`src/rtl/mac_array_ctrl.sv`:
```
// Job sequencer for the weight-stationary mac_array: kernel load, settle gap,
// activation stream, then drain until every result vector has left the south edge.
module mac_array_ctrl #(
  parameter int bw      = 4,
  parameter int psum_bw = 16,
  parameter int row     = 8,
  parameter int col     = 8,
  parameter int ADDR_W  = 11,
  parameter int TIMEOUT = 64
) (
  input  logic                   clk,
  input  logic                   reset,
  input  logic                   start,
  input  logic [ADDR_W-1:0]      n_act,
  input  logic [ADDR_W-1:0]      w_base,
  input  logic [ADDR_W-1:0]      x_base,
  output logic                   busy,
  output logic                   done,
  output logic                   err,
  output logic                   mem_rd,
  output logic [ADDR_W-1:0]      mem_addr,
  input  logic [row*bw-1:0]      mem_dout,
  output logic [row*bw-1:0]      array_in_w,
  output logic [1:0]             array_inst_w,
  output logic [psum_bw*col-1:0] array_in_n,
  input  logic [col-1:0]         array_valid,
  output logic [2:0]             dbg_state
);

  localparam int WD_W = $clog2(TIMEOUT + 1);
  localparam logic [ADDR_W-1:0] ONE       = ADDR_W'(1);
  localparam logic [ADDR_W-1:0] LOAD_LAST = ADDR_W'(col - 1);
  localparam logic [ADDR_W-1:0] GAP_LAST  = ADDR_W'(row + col - 1);
  localparam logic [WD_W-1:0]   WD_LAST   = WD_W'(TIMEOUT - 1);

  typedef enum logic [2:0] {
    S_IDLE  = 3'd0,
    S_LOAD  = 3'd1,
    S_LGAP  = 3'd2,
    S_EXEC  = 3'd3,
    S_DRAIN = 3'd4,
    S_DONE  = 3'd5
  } state_t;

  state_t            state, state_nxt;
  logic [ADDR_W-1:0] phase, phase_nxt;
  logic [ADDR_W-1:0] n_q, w_base_q, x_base_q;
  logic [ADDR_W-1:0] cnt, cnt_nxt;
  logic [WD_W-1:0]   wd;
  logic              counted;
  logic              timeout_hit;
  logic              accept;
  logic [1:0]        tag;
  logic              unused_valid;

  // Only the last column matters: it is the final column to emit each vector.
  assign unused_valid = ^array_valid[col-2:0];

  assign accept  = (state == S_IDLE) && start;
  assign counted = array_valid[col-1] && ((state == S_EXEC) || (state == S_DRAIN))
                   && (cnt != n_q);
  assign cnt_nxt = counted ? cnt + ONE : cnt;

  always_comb begin
    state_nxt   = state;
    phase_nxt   = phase + ONE;
    timeout_hit = 1'b0;
    case (state)
      S_IDLE: begin
        phase_nxt = '0;
        if (start) state_nxt = S_LOAD;
      end
      S_LOAD: begin
        if (phase == LOAD_LAST) begin
          state_nxt = S_LGAP;
          phase_nxt = '0;
        end
      end
      S_LGAP: begin
        if (phase == GAP_LAST) begin
          state_nxt = (n_q != '0) ? S_EXEC : S_DONE;
          phase_nxt = '0;
        end
      end
      S_EXEC: begin
        if (phase == n_q - ONE) begin
          state_nxt = S_DRAIN;
          phase_nxt = '0;
        end
      end
      S_DRAIN: begin
        phase_nxt = '0;
        // A valid on the expiry edge is counted and wins over the watchdog.
        if (cnt_nxt == n_q) begin
          state_nxt = S_DONE;
        end else if (!counted && (wd == WD_LAST)) begin
          state_nxt   = S_DONE;
          timeout_hit = 1'b1;
        end
      end
      S_DONE: begin
        phase_nxt = '0;
        state_nxt = S_IDLE;
      end
      default: begin
        phase_nxt = '0;
        state_nxt = S_IDLE;
      end
    endcase
  end

  always_comb begin
    busy      = (state != S_IDLE);
    done      = (state == S_DONE);
    mem_rd    = (state == S_LOAD) || (state == S_EXEC);
    tag       = {state == S_EXEC, state == S_LOAD};
    mem_addr  = '0;
    if (state == S_LOAD) mem_addr = w_base_q + phase;
    if (state == S_EXEC) mem_addr = x_base_q + phase;
    dbg_state = state;
  end

  assign array_in_n = '0;

  always_ff @(posedge clk or negedge reset) begin
    if (!reset) begin
      state        <= S_IDLE;
      phase        <= '0;
      n_q          <= '0;
      w_base_q     <= '0;
      x_base_q     <= '0;
      cnt          <= '0;
      wd           <= '0;
      err          <= 1'b0;
      array_in_w   <= '0;
      array_inst_w <= 2'b00;
    end else begin
      state        <= state_nxt;
      phase        <= phase_nxt;
      array_in_w   <= mem_dout;
      array_inst_w <= tag;
      if (accept) begin
        n_q      <= n_act;
        w_base_q <= w_base;
        x_base_q <= x_base;
        cnt      <= '0;
        wd       <= '0;
        err      <= 1'b0;
      end else begin
        cnt <= cnt_nxt;
        if (counted)               wd <= '0;
        else if (state == S_DRAIN) wd <= wd + WD_W'(1);
        if (timeout_hit)           err <= 1'b1;
      end
    end
  end

endmodule
```
`config.mk`:
```
export PLATFORM = sky130hd
export DESIGN_NAME = mac_array_ctrl
export DESIGN_NICKNAME = d
export VERILOG_FILES = /design/src/rtl/mac_array_ctrl.sv
export SDC_FILE = /design/constraint.sdc
export NUM_CORES = 1
export LEC_CHECK = 0
export BUFFER_PORTS_ARGS = -buffer_cell sky130_fd_sc_hd__buf_2
export CAP_MARGIN = 30
export CORE_ASPECT_RATIO = 1.75
export CORE_MARGIN = 4
export CORE_UTILIZATION = 50
export CTS_CLUSTER_DIAMETER = 50
export DETAILED_ROUTE_END_ITERATION = 10
export HOLD_SLACK_MARGIN = 0.08
export PLACE_DENSITY = 0.81
export SLEW_MARGIN = 20
export SYNTH_ARGS = -nofsm -noshare
export SYNTH_HDL_FRONTEND = slang
export SYNTH_SLANG_ARGS = --single-unit
```
`constraint.sdc`:
```
create_clock -name clk -period 4.2 [get_ports clk]
set_clock_uncertainty 0.1 [all_clocks]
set_input_delay 0.63 -clock clk [delete_from_list [all_inputs] [get_ports clk]]
set_output_delay 0.63 -clock clk [all_outputs]
set_load 0.03 [all_outputs]
```
==> flow_summary.json, run 1 <==
{
  "outcome": "finished, final reports clean",
  "layout_min_cycle_time_ps": 4020,
  "drtAntennaViolNets": 0,
  "grt_usage_pct": 19.6,
  "ys_top_cells_by_area": "dfrtp_1, buf_4, xnor2_1",
  "dpl_worst_slack_ps": 541,
  "globalplace.congestion": 0.853,
  "slew_viol_final": 0,
  "post_cts_resize_count": 0,
  "synth_area_mm2": 0.00669,
  "fmaxAchievable_mhz": 249,
  "coreArea_mm2": 0.0130,
  "cts_buffers": 9,
  "yosys.area.top_type": "dfrtp_1",
  "synth_xor_area_share_pct": 8.74,
  "final-hold-violation-count": 0,
  "path_class": "flop to primary output",
  "syn_area_per_cell_um2": 9.75,
  "drt_iter0_drc": 247,
  "gr-total-overflow": 0,
  "hold_path.class": "input port to async pin",
  "firstDrtPassIters": 4,
  "htree_levels": 3,
  "arrival_ps": 3290,
  "finalCoreUtilization_pct": 56.0,
  "synth_ff_type": "dfrtp_1",
  "drive_above_1_share_pct": 25.0,
  "vias": 4992,
  "synth.ff_latch_count": 100,
  "dieHeight_um": 161,
  "clk_path_buf_depth": 2,
  "fin_nets": 899,
  "worst-path-max-fanout": 3,
  "antenna_found_initial": 0,
  "clk_pin_slew_worst_paths_ps": 60,
  "synth-compound-area-share_pct": 9.88,
  "grt_pass1_wl_mm": 23.9,
  "synth_edf_count": 0,
  "leakage_nw": 3.54,
  "n_antenna_cell": 0,
  "synth-simple-area-share_pct": 16.0,
  "cts_tree": "done",
  "synthToLayoutAreaGrowth_pct": 8.92,
  "cts_hold_buffers": 0,
  "synthAdderAreaFrac_pct": 5.09,
  "syn_inst": 686,
  "avgViaCountPerCell": 5.14,
  "place_hpwl_mm": 11.8,
  "start_util_pct": 51.4,
  "drc": 0,
  "grt_max_degree": 73,
  "async_flop_share_pct": 100,
  "synth_top_area_share_pct": 37.4,
  "maxSlewHeadroom_pct": 57.6,
  "synth_cell_types": 67,
  "ys_seq_area_share_pct": 37.4,
  "wl_mm": 14.8,
  "cts_root_buf": "clkbuf_16",
  "required_ps": 3470,
  "end_kind": "primary output",
  "power_density_mw_per_mm2": 659,
  "fin_crit_sh_pct": 95.7,
  "holdWs_ps": 76.4,
  "fillers": 1162,
  "setup_ws_ps": 180,
  "rsz0062_at_grt": "no",
  "synthMuxAreaShare_pct": 5.31,
  "numPortBuffers": 120,
  "clkSinkCount": 100,
  "worstMarginPinSlew_ps": 631,
  "regToRegSetupSlack_ps": 1320,
  "synth_warnings": 0,
  "dieArea_mm2": 0.0154,
  "routedWlPerCell_um": 15.2,
  "drv_cap": 0,
  "num_io_pins": 256,
  "synth_top_family_by_area": "buffers and inverters",
  "fin_tns_setup_ps": 0,
  "cp-start-kind": "flop",
  "rows": 55,
  "worst_ir_drop_vdd_mv": 0.508,
  "die_w_um": 95.4,
  "setup_viol": 0,
  "insertion_delay_ps": 330,
  "grt_pass1_vias": 5175,
  "postCtsSetupBuffers": 0
}
==> synth_stat cells, types with 11 or more instances <==
cell      count
buf_4       130
nor3_1       17
inv_1        19
xnor2_1      37
ha_1         24
clkbuf_1     12
dfrtp_1     100
nor2_2       11
a21oi_1      22
mux2_2       28
nand3_1      22
nand2_1      29
xor2_1       27
nor2_1       52
nand4_1      12
==> sequential cells by signal, summed over array words and instances (netlist names) <==
name / cells
n_q: 11
phase: 11
x_base_q: 11
cnt: 11
w_base_q: 11
wd: 7
array_in_w: 32
array_inst_w: 2
err: 1
dbg_state: 3
==> routing by layer <==
metal | share of wire (%) | GRT usage (%) | vias to the layer above
met5 | 0 | 0 | -
met3 | 7.7 | 3.73 | 44
met2 | 56 | 37.6 | 252
met1 | 32 | 19.6 | 2377
met4 | 3.8 | 9.00 | 0
li1 | - | - | 2319
==> path summary, 6_finish.rpt <==
kind                                   start        endpoint  depth (start not counted)
max in group asynchronous              reset             err                          2
worst max register to register        n_q[0]    dbg_state[2]                          9
worst min-delay path                   reset  array_in_w[30]                          1
worst min register to register   w_base_q[2]     w_base_q[2]                          1
worst max-delay path                phase[0]    mem_addr[10]                         10
min in group clk                mem_dout[30]  array_in_w[30]                          1
==> cells by family (layout without fill, tap and decap cells) <==
family | after synthesis | in the layout
simple gates | 194 | 194
buf+inv | 175 | 163
flops | 100 | 100
compound gates | 93 | 93
xor+xnor | 65 | 65
mux | 32 | 32
fa+ha+maj | 26 | 26
other cells | 1 | 128
==> worst max-delay path, cell delays in order, from the launching register on <==
cell,delay [ps]
dfrtp_1,390
ha_1,230
fa_1,410
a21oi_1,300
o2111ai_1,280
a41oi_1,350
mux2_2,370
a211oi_1,210
xnor2_1,90
nor2_1,120
buf_2,220
==> final cells by class <==
type | instances | area [µm²] | area share [%]
Tap cell | 171 | 214 | 2.94
Clock buffer | 11 | 243 | 3.33
Inverter | 19 | 71.3 | 0.979
Sequential cell | 100 | 2500 | 34.4
Timing Repair Buffer | 129 | 707 | 9.70
Clock inverter | 4 | 50.0 | 0.687
Multi-Input combinational cell | 538 | 3500 | 48.0
==> through the flow <==
step	std cells	total power, W	area [µm²]
global placement	955	0.00391	6950
detailed placement	955	0.00398	6950
global route	972	0.00515	7280
finish	972	0.00480	7280
floorplan	813	0.00348	7160
CTS	970	0.00481	7250
==> placed cells by master, fill, tap and decap left out, types with 3 or more instances in the layout <==
cell type    n
nor2_1      51
nand4_1     12
or3_1        4
nor3_1      17
dfrtp_1    100
mux2_2      28
o21ai_0     10
nor4_4       3
nor2b_1      3
o211ai_1     7
clkbuf_16    9
buf_2      119
a41oi_1      3
a21o_1      10
xnor2_1     37
buf_4        7
nand2_1     29
o21ai_1      4
a2111o_1     3
inv_1       19
and2_1       5
mux2i_1      4
nor2_2      11
nand2b_1     6
o21bai_1     3
a21oi_1     22
ha_1        24
conb_1     128
xor2_1      27
a211oi_1     6
and3_1      10
nand3_1     22
a31oi_1      5
o21a_1       3
==> report_power, final <==
group	total, W	internal (W)	leakage (nW)	switching (W)
registers	0.00150	0.00119	1.24	0.000305
logic	0.00249	0.000940	2.16	0.00155
clock network	0.000817	0.000474	0.138	0.000343
Power figures use the tool's default switching activity.
==> inputs of run 2 (changes only) <==
ABC_AREA = 1   (was unset)
PLACE_DENSITY = 0.82   (was 0.81)
REMOVE_ABC_BUFFERS = 1   (was unset)
==> flow_summary.json, run 2 <==
{
  "reg2reg_to": "dbg_state[1]",
  "synth_ff_type": "dfrtp_1",
  "syn_area_per_cell_um2": 7.97,
  "routedWlPerCell_um": 13.4,
  "worst_ir_drop_vdd_mv": 0.307,
  "async_flop_share_pct": 100,
  "drtAntennaViolNets": 0,
  "final-hold-violation-count": 0,
  "cts_buffers": 9,
  "power_density_mw_per_mm2": 611,
  "clk_pin_slew_worst_paths_ps": 80,
  "rows": 55,
  "cp-start-kind": "flop",
  "postCtsSetupBuffers": 0,
  "fin_nets": 1048,
  "grt_pass1_wl_mm": 24.5,
  "largest_register": "array_in_w",
  "cts_hold_buffers": 0,
  "synth_top_area_share_pct": 38.2,
  "ys_seq_area_share_pct": 38.2,
  "leakage_nw": 3.84,
  "grt_pass1_vias": 5490,
  "grt_max_degree": 54,
  "path_class": "flop to primary output",
  "htree_levels": 3,
  "end_kind": "primary output",
  "setup_viol": 0,
  "layout_common_cells": "nand2_1, conb_1, buf_2, dfrtp_1, inv_1",
  "insertion_delay_ps": 340,
  "reg2regPathDepth": 16,
  "crit-reg2reg-launch": "n_q[7]",
  "grt_usage_pct": 20.4,
  "fin_total_pwr_w": 0.00438,
  "n_antenna_cell": 0,
  "fin_crit_sh_pct": 89.0,
  "synth_warnings": 0,
  "fin_area_mm2": 0.00717,
  "post_cts_resize_count": 0,
  "worst-path-max-fanout": 8,
  "gr-total-overflow": 0,
  "largest_register_ffs": 32,
  "place_hpwl_mm": 11.9,
  "regToRegSetupSlack_ps": 1700,
  "hold_path.class": "input port to async pin",
  "drv_cap": 0,
  "wl_mm": 15.1,
  "synth.ff_latch_count": 100,
  "clkSinkCount": 100,
  "syn_inst": 823,
  "start_util_pct": 51.0,
  "cts_root_buf": "clkbuf_16",
  "arrival_ps": 3010,
  "synth_area_mm2": 0.00656,
  "layout_commonest_cell": "nand2_1",
  "dpl_worst_slack_ps": 824,
  "worstMarginPinSlew_ps": 676,
  "yosys.area.top_type": "dfrtp_1",
  "clk_path_buf_depth": 2,
  "synth_edf_count": 0,
  "rsz0062_at_grt": "no",
  "vias": 5423,
  "synth_cell_types": 45,
  "ys_top_cells_by_area": "dfrtp_1, buf_4, nand2_1",
  "die_w_um": 94.6,
  "globalplace.congestion": 0.887,
  "firstDrtPassIters": 4,
  "drc": 0,
  "antenna_found_initial": 0,
  "numPortBuffers": 120,
  "synth_common_cells": "nand2_1, buf_4, dfrtp_1",
  "dieHeight_um": 159,
  "avgViaCountPerCell": 4.83,
  "num_io_pins": 256,
  "slew_viol_final": 0,
  "cts_tree": "done",
  "setup_ws_ps": 463,
  "drive_above_1_share_pct": 18.6,
  "dieArea_mm2": 0.0151,
  "synthToLayoutAreaGrowth_pct": 9.39,
  "synth_most_common_cell": "nand2_1",
  "coreArea_mm2": 0.0129,
  "place_area_mm2": 0.00687,
  "maxSlewHeadroom_pct": 54.9,
  "drt_iter0_drc": 264,
  "required_ps": 3470,
  "layout_min_cycle_time_ps": 3740,
  "fmaxAchievable_mhz": 268,
  "outcome": "finished, final reports clean"
}
## run 2: worst max-delay path by stage
stage | slack (ps) | depth (start not counted) | to | startpoint
floorplan | -240 | 6 | wd[6] | dbg_state[1]
global placement | 860 | 14 | mem_addr[10] | phase[0]
detailed placement | 820 | 14 | mem_addr[10] | phase[0]
CTS | 440 | 14 | mem_addr[10] | phase[0]
global route | 240 | 14 | mem_addr[8] | phase[0]
finish | 460 | 14 | mem_addr[10] | phase[0]
## run 2: final cells by class
type                       instances  area [µm²]
clock inverter                     7        80.1
inverter                          76         285
timing repair buffer             124         633
tap                              171         214
multi-input combinational        635        3230
clock buffer                       9         225
fill                            1183        5700
sequential                       100        2500
## run 2: cell families after synthesis
family | Yosys count | share of synthesized area [%]
adders and majority gates | 26 | 5.19
other | 1 | 0.0572
buffers and inverters | 215 | 19.9
xor gates and xnor gates | 39 | 5.32
DFF | 100 | 38.2
AOI/OAI and AO/OA | 79 | 6.87
and+or+nand+nor | 363 | 24.5
## run 2: layer usage
| metal | vias up | part of all wire, % | GRT usage [%] |
|---|---|---|---|
| li1 | 2607 | - | - |
| met1 | 2519 | 32 | 19.3 |
| met2 | 247 | 56 | 38.9 |
| met3 | 50 | 7.1 | 3.59 |
| met4 | 0 | 5.1 | 12.4 |
| met5 | - | 0 | 0 |
## run 2: where the power goes
part	internal [W]	switching [W]
sequential	0.00119	0.000241
clock	0.000471	0.000384
combinational	0.000655	0.00145
## run 2: metrics by stage
step / instances / hold slack, ps / util [%] / TNS [ps]
final: 1122 / 216 / 55.7 / 0
after global routing: 1122 / 269 / 55.7 / 0
after CTS: 1122 / 239 / 55.7 / 0
after detailed placement: 1106 / 367 / 53.4 / 0
after global placement: 1106 / 364 / 53.4 / 0
after floorplan: 811 / 234 / - / -1610
## run 2: worst max-delay path: stages (launching register included)
cell	delay (ps)
dfrtp_1	510
ha_1	220
inv_1	50
fa_1	400
inv_1	70
a31oi_1	120
o21a_1	230
o21ai_0	240
nand2_1	100
nand2_1	70
a21oi_1	70
or2_2	270
nand3_1	60
nand2_1	70
buf_2	180
==> inputs of run 3 (changes only) <==
CORE_MARGIN = 2   (was 4)
==> flow_summary.json, run 3 (same netlist as run 2, synthesis figures left out) <==
{
  "hold_path.class": "input port to async pin",
  "layout_commonest_cell": "nand2_1",
  "wl_mm": 14.7,
  "crit-reg2reg-launch": "n_q[0]",
  "cp-start-kind": "flop",
  "drtAntennaViolNets": 0,
  "drc": 0,
  "crit_path_max_incr_delay_ps": 520,
  "fin_area_mm2": 0.00717,
  "regToRegSetupSlack_ps": 1680,
  "worst-path-max-fanout": 8,
  "arrival_ps": 3050,
  "place_hpwl_mm": 11.5,
  "rsz0062_at_grt": "no",
  "final-hold-violation-count": 0,
  "largest_register_ffs": 32,
  "setup_ws_ps": 416,
  "gr-total-overflow": 0,
  "layout_common_cells": "nand2_1, conb_1, buf_2, dfrtp_1, inv_1",
  "switching_share_pct": 48.0,
  "worstMarginPinSlew_ps": 699,
  "layout_min_cycle_time_ps": 3780,
  "ff_latch_area_mm2": 0.00250,
  "fin_total_pwr_w": 0.00436,
  "grt_usage_pct": 20.8,
  "die_w_um": 90.6,
  "crit_end": "mem_addr[10]",
  "clk_pin_slew_worst_paths_ps": 80,
  "required_ps": 3470,
  "avgViaCountPerCell": 4.82,
  "cp_slowest_cell": "dfrtp_1",
  "vias": 5411,
  "grt_pass1_wl_mm": 23.5,
  "grt_max_degree": 54,
  "combPwrFrac_pct": 47.9,
  "htree_levels": 3,
  "globalplace.congestion": 0.925,
  "fmaxAchievable_mhz": 264,
  "internal_power_w": 0.00226,
  "fin_nets": 1048,
  "insertion_delay_ps": 360,
  "num_io_pins": 256,
  "switchingPower_w": 0.00209,
  "reg2regPathDepth": 13,
  "fin_crit_sh_pct": 90.1,
  "post_cts_resize_count": 0,
  "reg2reg_to": "dbg_state[1]",
  "firstDrtPassIters": 4,
  "drv_cap": 0,
  "largest_register": "array_in_w",
  "maxSlewHeadroom_pct": 53.4,
  "p_seq_share_pct": 32.7,
  "cp_common_cell": "nand2_1",
  "routedWlPerCell_um": 13.1,
  "cts_hold_buffers": 0,
  "fillers": 1181,
  "slew_viol_final": 0,
  "numPortBuffers": 120,
  "dieHeight_um": 155,
  "n_antenna_cell": 0,
  "worst_ir_drop_vdd_mv": 0.236,
  "dieArea_mm2": 0.0141,
  "end_kind": "primary output",
  "crit_chain": "ha_1, inv_1, fa_1, inv_1, a31oi_1, o21a_1, o21ai_0, nand2_1, nand2_1, a21oi_1, or2_2, nand3_1, nand2_1, buf_2",
  "leakage_nw": 3.84,
  "grt_pass1_vias": 5220,
  "drt_iter0_drc": 218,
  "cts_root_buf": "clkbuf_16",
  "path_class": "flop to primary output",
  "rows": 55,
  "clkSinkCount": 100,
  "setup_viol": 0,
  "coreArea_mm2": 0.0129,
  "fin_tns_setup_ps": 0,
  "drive_above_1_share_pct": 18.6,
  "synthToLayoutAreaGrowth_pct": 9.37,
  "cts_buffers": 9,
  "multiInputGateArea_mm2": 0.00323,
  "cts_tree": "done",
  "clk_path_buf_depth": 2,
  "antenna_found_initial": 0,
  "outcome": "finished, final reports clean",
  "dpl_worst_slack_ps": 800,
  "postCtsSetupBuffers": 0,
  "crit_start": "phase[0]",
  "holdWs_ps": 214,
  "start_util_pct": 51.0,
  "power_density_mw_per_mm2": 608,
  "clock_power_share_pct": 19.3,
  "place_area_mm2": 0.00687
}
run 3: cell count changes in the layout (fill, tap and decap cells not counted), sizes merged:
cell      delta
bufinv       -1
inv          +1
clkinv       +1
clkinvlp     -1
run 3: critical path: cells and delay by family (launching register included):
kind	cells	cell delay [ps]
AOI/OAI and AO/OA	4	660
buffers and inverters	3	300
and+or+nand+nor	5	580
adders and majority gates	2	630
DFF	1	520
run 3: how the worst min path moves through the flow:
| stage | slack (ps) | cells past startpoint | start | to |
|---|---|---|---|---|
| 2_1_floorplan | 230 | 0 | reset | array_in_w[0] |
| 3_3_place_gp | 370 | 2 | x_base_q[7] | x_base_q[7] |
| 3_5_place_dp | 370 | 2 | x_base_q[6] | x_base_q[6] |
| 4_1_cts | 240 | 1 | reset | array_in_w[23] |
| 5_1_grt | 260 | 1 | mem_dout[23] | array_in_w[23] |
| 6_report | 210 | 1 | reset | x_base_q[8] |
run 3: final cells by class:
cell class / count / area share (%)
clock buffer: 9 / 3.14
clock inverter: 7 / 1.10
inverter: 76 / 3.98
multi-input combinational: 635 / 45.1
sequential: 100 / 34.9
tap: 171 / 2.98
timing repair buffer: 124 / 8.83
run 3: power by group through the flow:
| stage | sequential, W | clock (W) | combinational (W) |
|---|---|---|---|
| finish | 0.00143 | 0.000843 | 0.00209 |
| global route | 0.00146 | 0.000899 | 0.00234 |
| CTS | 0.00143 | 0.000865 | 0.00210 |
| detailed placement | 0.00144 | 0 | 0.00209 |
| global placement | 0.00143 | 0 | 0.00204 |
| floorplan | 0.00144 | 0 | 0.00153 |
run 3: metrics by stage:
step	util, %	cells
after floorplan	-	811
after global placement	53.4	1106
after detailed placement	53.4	1106
after CTS	55.7	1122
after global routing	55.7	1122
final	55.7	1122
run 3: per-layer routing:
| metal | vias to the layer above | part of all wire (%) | global-route usage [%] |
|---|---|---|---|
| met4 | 0 | 4.6 | 13.0 |
| li1 | 2608 | - | - |
| met5 | - | 0 | 0 |
| met3 | 45 | 5.5 | 4.16 |
| met2 | 221 | 57 | 41.3 |
| met1 | 2537 | 33 | 18.7 |
